==> src/rtl/pulse_pkg.sv <==
// Types and defaults shared by the pulse stretcher (write side) and the
// pulse catcher (read side) of the cross-domain pulse handshake.
package pulse_pkg;

   // 2'd3 is unused; the catcher treats it as an illegal state and recovers to IDLE.
   typedef enum logic [1:0] {
      IDLE = 2'd0,
      QUAL = 2'd1,
      HOLD = 2'd2
   } state_t;

   localparam int SYNC_STAGES_DEF = 2;
   localparam int MIN_WIDTH_DEF   = 1;

endpackage

==> src/rtl/bit_sync.sv <==
// Multi-flop synchronizer for a single asynchronous level; the output is the
// last stage of the chain and everything resets to 0.
module bit_sync
   import pulse_pkg::*;
#(
   parameter int SYNC_STAGES = SYNC_STAGES_DEF
) (
   input  logic clk,
   input  logic rst_n,
   input  logic d,
   output logic q
);

   logic [SYNC_STAGES-1:0] chain;

   // NOTE: sequential state is always updated with non-blocking assignments so every
   // flop samples the pre-edge value of its neighbour; blocking here would collapse the chain.
   always_ff @(posedge clk or negedge rst_n) begin
      if (!rst_n) begin
         chain <= '0;
      end else begin
         chain <= {chain[SYNC_STAGES-2:0], d};
      end
   end

   assign q = chain[SYNC_STAGES-1];

endmodule

==> src/rtl/pulse_catcher.sv <==
// Read-side catcher: synchronizes a stretched level, rejects short glitches,
// emits one strobe per accepted pulse, measures its width and drives the ack level.
module pulse_catcher
   import pulse_pkg::*;
#(
   parameter int N           = 32,
   parameter int SYNC_STAGES = SYNC_STAGES_DEF,
   parameter int MIN_WIDTH   = MIN_WIDTH_DEF,
   parameter int GW          = 8
) (
   input  logic          rd_clk,
   input  logic          rd_resetn,
   input  logic          pulse_in,
   output logic          pulse_out,
   output logic          ack,
   output logic [N-1:0]  pulse_width,
   output logic          width_valid,
   output logic          width_sat,
   output logic [N-1:0]  pulse_count,
   output logic [GW-1:0] glitch_count
);

   localparam logic [N-1:0]  ONE        = N'(1);
   localparam logic [N-1:0]  CNT_MAX    = '1;
   localparam logic [N-1:0]  MIN_W      = N'(MIN_WIDTH);
   localparam logic [GW-1:0] GLITCH_ONE = GW'(1);
   localparam logic [GW-1:0] GLITCH_MAX = '1;

   logic         sig;
   state_t       state;
   logic [N-1:0] cnt;
   logic [N-1:0] cnt_inc;
   logic         sat;
   logic         accept;

   bit_sync #(.SYNC_STAGES(SYNC_STAGES)) u_sync (
      .clk   (rd_clk),
      .rst_n (rd_resetn),
      .d     (pulse_in),
      .q     (sig)
   );

   assign cnt_inc = cnt + ONE;

   // accept marks the edge on which the synchronized level has been high MIN_WIDTH cycles.
   // NOTE: the default assignment first keeps every path driven, so no latch is inferred.
   always_comb begin
      accept = 1'b0;
      if (sig) begin
         if (state == IDLE) begin
            accept = (MIN_WIDTH == 1);
         end else if (state == QUAL) begin
            accept = (cnt_inc == MIN_W);
         end
      end
   end

   always_ff @(posedge rd_clk or negedge rd_resetn) begin
      if (!rd_resetn) begin
         state        <= IDLE;
         cnt          <= '0;
         sat          <= 1'b0;
         pulse_out    <= 1'b0;
         ack          <= 1'b0;
         pulse_width  <= '0;
         width_valid  <= 1'b0;
         width_sat    <= 1'b0;
         pulse_count  <= '0;
         glitch_count <= '0;
      end else begin
         pulse_out   <= 1'b0;
         width_valid <= 1'b0;

         if (accept) begin
            pulse_out   <= 1'b1;
            ack         <= 1'b1;
            pulse_count <= pulse_count + ONE;
         end

         case (state)
            IDLE: begin
               if (sig) begin
                  cnt   <= ONE;
                  state <= accept ? HOLD : QUAL;
               end
            end
            QUAL: begin
               if (sig) begin
                  cnt <= cnt_inc;
                  if (accept) state <= HOLD;
               end else begin
                  cnt   <= '0;
                  state <= IDLE;
                  if (glitch_count != GLITCH_MAX) glitch_count <= glitch_count + GLITCH_ONE;
               end
            end
            HOLD: begin
               if (sig) begin
                  // Width saturates rather than wraps; sat records that a cycle was lost.
                  if (cnt == CNT_MAX) sat <= 1'b1;
                  else                cnt <= cnt_inc;
               end else begin
                  width_valid <= 1'b1;
                  pulse_width <= cnt;
                  width_sat   <= sat;
                  ack         <= 1'b0;
                  cnt         <= '0;
                  sat         <= 1'b0;
                  state       <= IDLE;
               end
            end
            default: begin
               cnt   <= '0;
               sat   <= 1'b0;
               ack   <= 1'b0;
               state <= IDLE;
            end
         endcase
      end
   end

endmodule

==> config.mk <==
export PLATFORM = sky130hd
export DESIGN_NAME = pulse_catcher
export DESIGN_NICKNAME = d
export VERILOG_FILES = /design/src/rtl/pulse_pkg.sv /design/src/rtl/bit_sync.sv /design/src/rtl/pulse_catcher.sv
export SDC_FILE = /design/constraint.sdc
export NUM_CORES = 1
export LEC_CHECK = 0
export ABC_AREA = 0
export CAP_MARGIN = 15
export CORE_MARGIN = 10
export CORE_UTILIZATION = 47
export CTS_CLUSTER_SIZE = 24
export DETAILED_ROUTE_END_ITERATION = 10
export GPL_ROUTABILITY_DRIVEN = 0
export PLACE_DENSITY = 0.76
export SYNTH_ARGS = -nofsm -noshare
export SYNTH_HDL_FRONTEND = slang
export SYNTH_SLANG_ARGS = --single-unit
export TNS_END_PERCENT = 5
==> constraint.sdc <==
create_clock -name rd_clk -period 7.9 [get_ports rd_clk]
set_input_delay 1.58 -clock rd_clk [delete_from_list [all_inputs] [get_ports rd_clk]]
set_output_delay 1.58 -clock rd_clk [all_outputs]
set_load 0.02 [all_outputs]
==> impl_table.tex <==
\begin{tabular}{lr}
\hline
Metric & Value \\
\hline
\multicolumn{2}{l}{\textbf{Setup path}} \\
\quad WP buf/inv & 0 \\
\quad Arrival time of the worst setup path & 4.51 ns \\
\quad Largest fanout of any net on the critical path & 22 \\
\quad Launch point of the critical path & cnt[8]\$\_DFFE\_PN0P\_ \\
\quad Launching point of the worst reg2reg path & cnt[8]\$\_DFFE\_PN0P\_ \\
\quad Required time worst endpoint & approximately 8 ns \\
\quad CP endpoint kind & flip-flop \\
\quad Cell chain of the critical path & nand4\_1, or4b\_1, or4\_1, xnor2\_1, or4\_4, nor4\_4, o2111ai\_1, xnor2\_1 \\
\quad Cell family with most CP delay & simple AND/OR/NAND/NOR gates \\
\quad Delay contributed by the slowest stage of the critical path & around 0.90 ns \\
\quad Worst Path Class, Setup & reg -> reg \\
\quad Kind of start point of the critical path & flip-flop \\
\quad Critical-path cell with the highest stage delay & sky130\_fd\_sc\_hd\_\_nor4\_4 \\
\quad Cell type with the highest occurrence count on the critical path & sky130\_fd\_sc\_hd\_\_xnor2\_1 \\
\multicolumn{2}{l}{\textbf{Floorplanning}} \\
\quad Width of the die & between 100 and 150 um \\
\quad Number of core rows & around 40 \\
\quad Y dimension of the die & approximately 130 um \\
\quad Total I/O pin count & 79 \\
\quad Initial standard-cell utilization of the core & between 40\% and 50\% \\
\quad Total die area & approximately 18000 sq um \\
\quad Core area & roughly 13000 sq um \\
\multicolumn{2}{l}{\textbf{Clock network}} \\
\quad Number of levels the H-tree was split into & 4 \\
\quad Sinks on the clock net & 113 \\
\quad Root Driver & sky130\_fd\_sc\_hd\_\_clkbuf\_16 \\
\quad Clk\_lat worst skew & around 0.42 ns \\
\quad Quantity of gates resized following cts & 0 \\
\quad CTS tree & done \\
\quad Number of buffers inserted for hold repair after clock tree synthesis & 0 \\
\quad Num CTS Buffers & 17 \\
\quad Post-CTS Setup Bufs & 0 \\
\quad Maximum buffer depth of the clock tree & 2 \\
\quad Clk pin slew, worst setup/hold paths & 0.06 ns \\
\multicolumn{2}{l}{\textbf{Yosys}} \\
\quad Ys flop type & sky130\_fd\_sc\_hd\_\_dfrtp\_1 \\
\quad Flops \& latches, synth & between 100 and 150 \\
\quad Syn Area/Cell & 9.90 sq um \\
\quad Warning count from the yosys run & 0 \\
\quad Share of synthesized registers carrying an async set or reset & 100\% \\
\quad Cell type contributing the most total cell area after synthesis & sky130\_fd\_sc\_hd\_\_dfrtp\_1 \\
\quad Cell count after synthesis & between 600 and 700 \\
\quad Most area-consuming cells after synthesis & sky130\_fd\_sc\_hd\_\_dfrtp\_1, sky130\_fd\_sc\_hd\_\_mux2\_2, sky130\_fd\_sc\_hd\_\_xnor2\_1 \\
\quad Number of flops mapped to enable cells by yosys & 0 \\
\quad Sequential element share of the synthesized area & 46.6\% \\
\quad Portion of synthesized cell area occupied by the leading cell type & 46.6\% \\
\quad Unique masters post-synth & $\sim$60 \\
\quad Post-synthesis cell area & 6070 sq um \\
\quad Post-Syn Nets & approximately 630 \\
\multicolumn{2}{l}{\textbf{Timing}} \\
\quad Max-Slew Margin vs Limit & between 20 and 25\% \\
\quad Actual slew at the worst max-slew pin & approximately 1.2 ns \\
\quad Setup repair after global routing missed its margin & no \\
\quad Highest achievable clock rate & roughly 0.24 GHz \\
\quad Number of max-slew violations in the final report & 0 \\
\quad Final Critical Period & 4.21 ns \\
\quad Total negative setup slack & 0 ns \\
\quad Number of hold violations in the final report & 0 \\
\quad Clock skew & 0.00922 ns \\
\quad Final number of setup-violating endpoints & 0 \\
\quad Period Utilization, post-route & between 50 and 60\% \\
\multicolumn{2}{l}{\textbf{Layout}} \\
\quad Net total in the final layout & $\sim$680 \\
\quad Most common cell after layout, fill and taps aside & sky130\_fd\_sc\_hd\_\_dfrtp\_1 \\
\quad Count of filler cells inserted in the layout & approximately 1100 \\
\quad Most frequent cells in the layout & sky130\_fd\_sc\_hd\_\_dfrtp\_1, sky130\_fd\_sc\_hd\_\_clkdlybuf4s50\_1, sky130\_fd\_sc\_hd\_\_o21ai\_0 \\
\quad Proportion of layout cells with a drive suffix above 1 & between 10\% and 20\% \\
\quad Layout overhead on the synthesized area & 22.8\% \\
\quad Final Cell Area & between 7000 and 8000 sq um \\
\quad Ant. Diodes & 0 \\
\multicolumn{2}{l}{\textbf{Routing}} \\
\quad Residual DRC count & 0 \\
\quad Initial detailed-routing violation count & roughly 420 \\
\quad Average vias per placed instance & 5.87 \\
\quad Remaining number of nets flagged by the antenna check after routing & 0 \\
\quad Count of TritonRoute iterations in the first routing pass & 5 \\
\quad DR WL/cell & 17.7 um \\
\quad Final routed wirelength across all metal layers & $\sim$15000 um \\
\quad Total vias in the final route & $\sim$5000 \\
\multicolumn{2}{l}{\textbf{GRT}} \\
\quad First-pass GRT wire length & between 20000 and 30000 um \\
\quad Most used routing layer & met2 \\
\quad Met1 capacity usage during global routing & 21.1\% \\
\quad Global route overflow & 0 \\
\quad Global-route met2 utilization & approximately 27\% \\
\quad Initial antenna violation count & 0 \\
\quad Total global routing track utilization & approximately 17\% \\
\quad Number of global-route vias before repair & around 5000 \\
\quad Largest net degree at the start of global routing & between 60 and 70 \\
\quad Met3 track utilization from global routing & under 10\% \\
\multicolumn{2}{l}{\textbf{Place}} \\
\quad Buffers added on ports & 78 \\
\quad Detailed placer's ending HPWL & $\sim$10000 um \\
\quad Cell area reported after detailed placement & just under 7000 sq um \\
\multicolumn{2}{l}{\textbf{Outcome}} \\
\quad Run status & finished clean \\
\multicolumn{2}{l}{\textbf{Power}} \\
\quad Worst vdd ir & $\sim$0.28 mV \\
\quad Total power after layout & $\sim$0.0017 W \\
\quad PD cells & 230 nW/um\^{}2 \\
\quad Leakage & 3.16 nW \\
\multicolumn{2}{l}{\textbf{Worst hold path}} \\
\quad Min-delay worst type & reg -> reg \\
\quad Launch instance of the worst min-delay path & u\_sync.chain[0]\$\_DFF\_PN0\_ \\
\multicolumn{2}{l}{\textbf{Job}} \\
\quad Number of max-capacitance violations reported & 0 \\
\hline
\end{tabular}
[where the power goes]
group,switching (W),internal [W]
combinational,0.000192,0.000113
sequential,0.0000384,0.000613
clock,0.000276,0.000479
[cell families after synthesis]
group / count (synthesis) / synth area share (%)
xor+xnor: 45 / 6.50
mux: 30 / 5.53
simple gates: 213 / 19.3
flops: 113 / 46.6
fa+ha+maj: 9 / 1.86
compound gates: 137 / 15.4
buf+inv: 66 / 4.78
[area by class of cell]
class / instances / area, sq um / area share (%)
clock inverters: 13 / 138 / 1.85
inverters: 15 / 56.3 / 0.756
multi-input cells: 434 / 2950 / 39.6
well taps: 172 / 215 / 2.89
flip-flops and latches: 113 / 2830 / 37.9
clock buffers: 19 / 453 / 6.08
repair buffers: 82 / 808 / 10.8
[state kept, by name (all words and copies together) (netlist names)]
register      cells
glitch_count      8
pulse_count      32
width_sat         1
sat               1
width_valid       1
state             2
pulse_out         1
ack               1
u_sync.chain      2
cnt              32
pulse_width      32
[per-stage QoR]
step	instances	hold WS, ns	util (%)	setup WS [ns]
5_1_grt	848	0.373	59.1	3.40
2_1_floorplan	613	0.331	-	4.36
3_5_place_dp	816	0.346	54.4	3.73
6_report	848	0.358	59.1	3.69
4_1_cts	848	0.359	59.1	3.70
3_3_place_gp	816	0.336	54.4	3.85
[cells in the mapped netlist (3+ instances only)]
master / n
sky130_fd_sc_hd__xor2_1: 13
sky130_fd_sc_hd__o211ai_1: 3
sky130_fd_sc_hd__and2_1: 11
sky130_fd_sc_hd__dfrtp_1: 113
sky130_fd_sc_hd__a21o_1: 6
sky130_fd_sc_hd__o21ai_1: 4
sky130_fd_sc_hd__o31ai_1: 13
sky130_fd_sc_hd__a21oi_2: 6
sky130_fd_sc_hd__nand2_1: 46
sky130_fd_sc_hd__nand4_1: 20
sky130_fd_sc_hd__or4_1: 6
sky130_fd_sc_hd__buf_2: 16
sky130_fd_sc_hd__nor4_1: 4
sky130_fd_sc_hd__nand3_1: 28
sky130_fd_sc_hd__and3_1: 16
sky130_fd_sc_hd__a21oi_1: 9
sky130_fd_sc_hd__or3_1: 11
sky130_fd_sc_hd__clkbuf_1: 25
sky130_fd_sc_hd__nor2_1: 37
sky130_fd_sc_hd__a31oi_1: 4
sky130_fd_sc_hd__a211oi_1: 3
sky130_fd_sc_hd__and4_1: 5
sky130_fd_sc_hd__ha_1: 9
sky130_fd_sc_hd__mux2_2: 27
sky130_fd_sc_hd__buf_1: 5
sky130_fd_sc_hd__o2111ai_1: 17
sky130_fd_sc_hd__nor3_1: 9
sky130_fd_sc_hd__buf_4: 4
sky130_fd_sc_hd__xnor2_1: 32
sky130_fd_sc_hd__o21ai_0: 53
sky130_fd_sc_hd__o41ai_1: 6
sky130_fd_sc_hd__inv_1: 15
[per-layer routing]
metal  vias to the layer above  wire length (um)  share of wire, %
met5                         -                 0                 0
met4                         0               224               1.5
met3                        24              1180               7.8
met2                       175              7150                48
met1                      2468              6470                43
li1                       2313                 -                 -
[worst reg2reg max path, stage by stage, from the launching register on]
cell and delay, ns:
sky130_fd_sc_hd__dfrtp_1 0.53, sky130_fd_sc_hd__nand4_1 0.24, sky130_fd_sc_hd__or4b_1 0.60, sky130_fd_sc_hd__or4_1 0.62
sky130_fd_sc_hd__xnor2_1 0.16, sky130_fd_sc_hd__or4_4 0.56, sky130_fd_sc_hd__nor4_4 0.90, sky130_fd_sc_hd__o2111ai_1 0.29
sky130_fd_sc_hd__xnor2_1 0.19
[worst paths after layout]
path,to,slack [ns],cells after the start
max,pulse_count[29]$_DFFE_PN0P_,3.69,8
min,u_sync.chain[1]$_DFF_PN0_,0.36,0
max reg2reg,pulse_count[29]$_DFFE_PN0P_,3.69,8
min reg2reg,u_sync.chain[1]$_DFF_PN0_,0.36,0
max in group asynchronous,pulse_count[24]$_DFFE_PN0P_,5.46,2
min in group asynchronous,pulse_width[8]$_DFFE_PN0P_,1.18,1
Note: power is estimated with default switching activity, not from simulation.
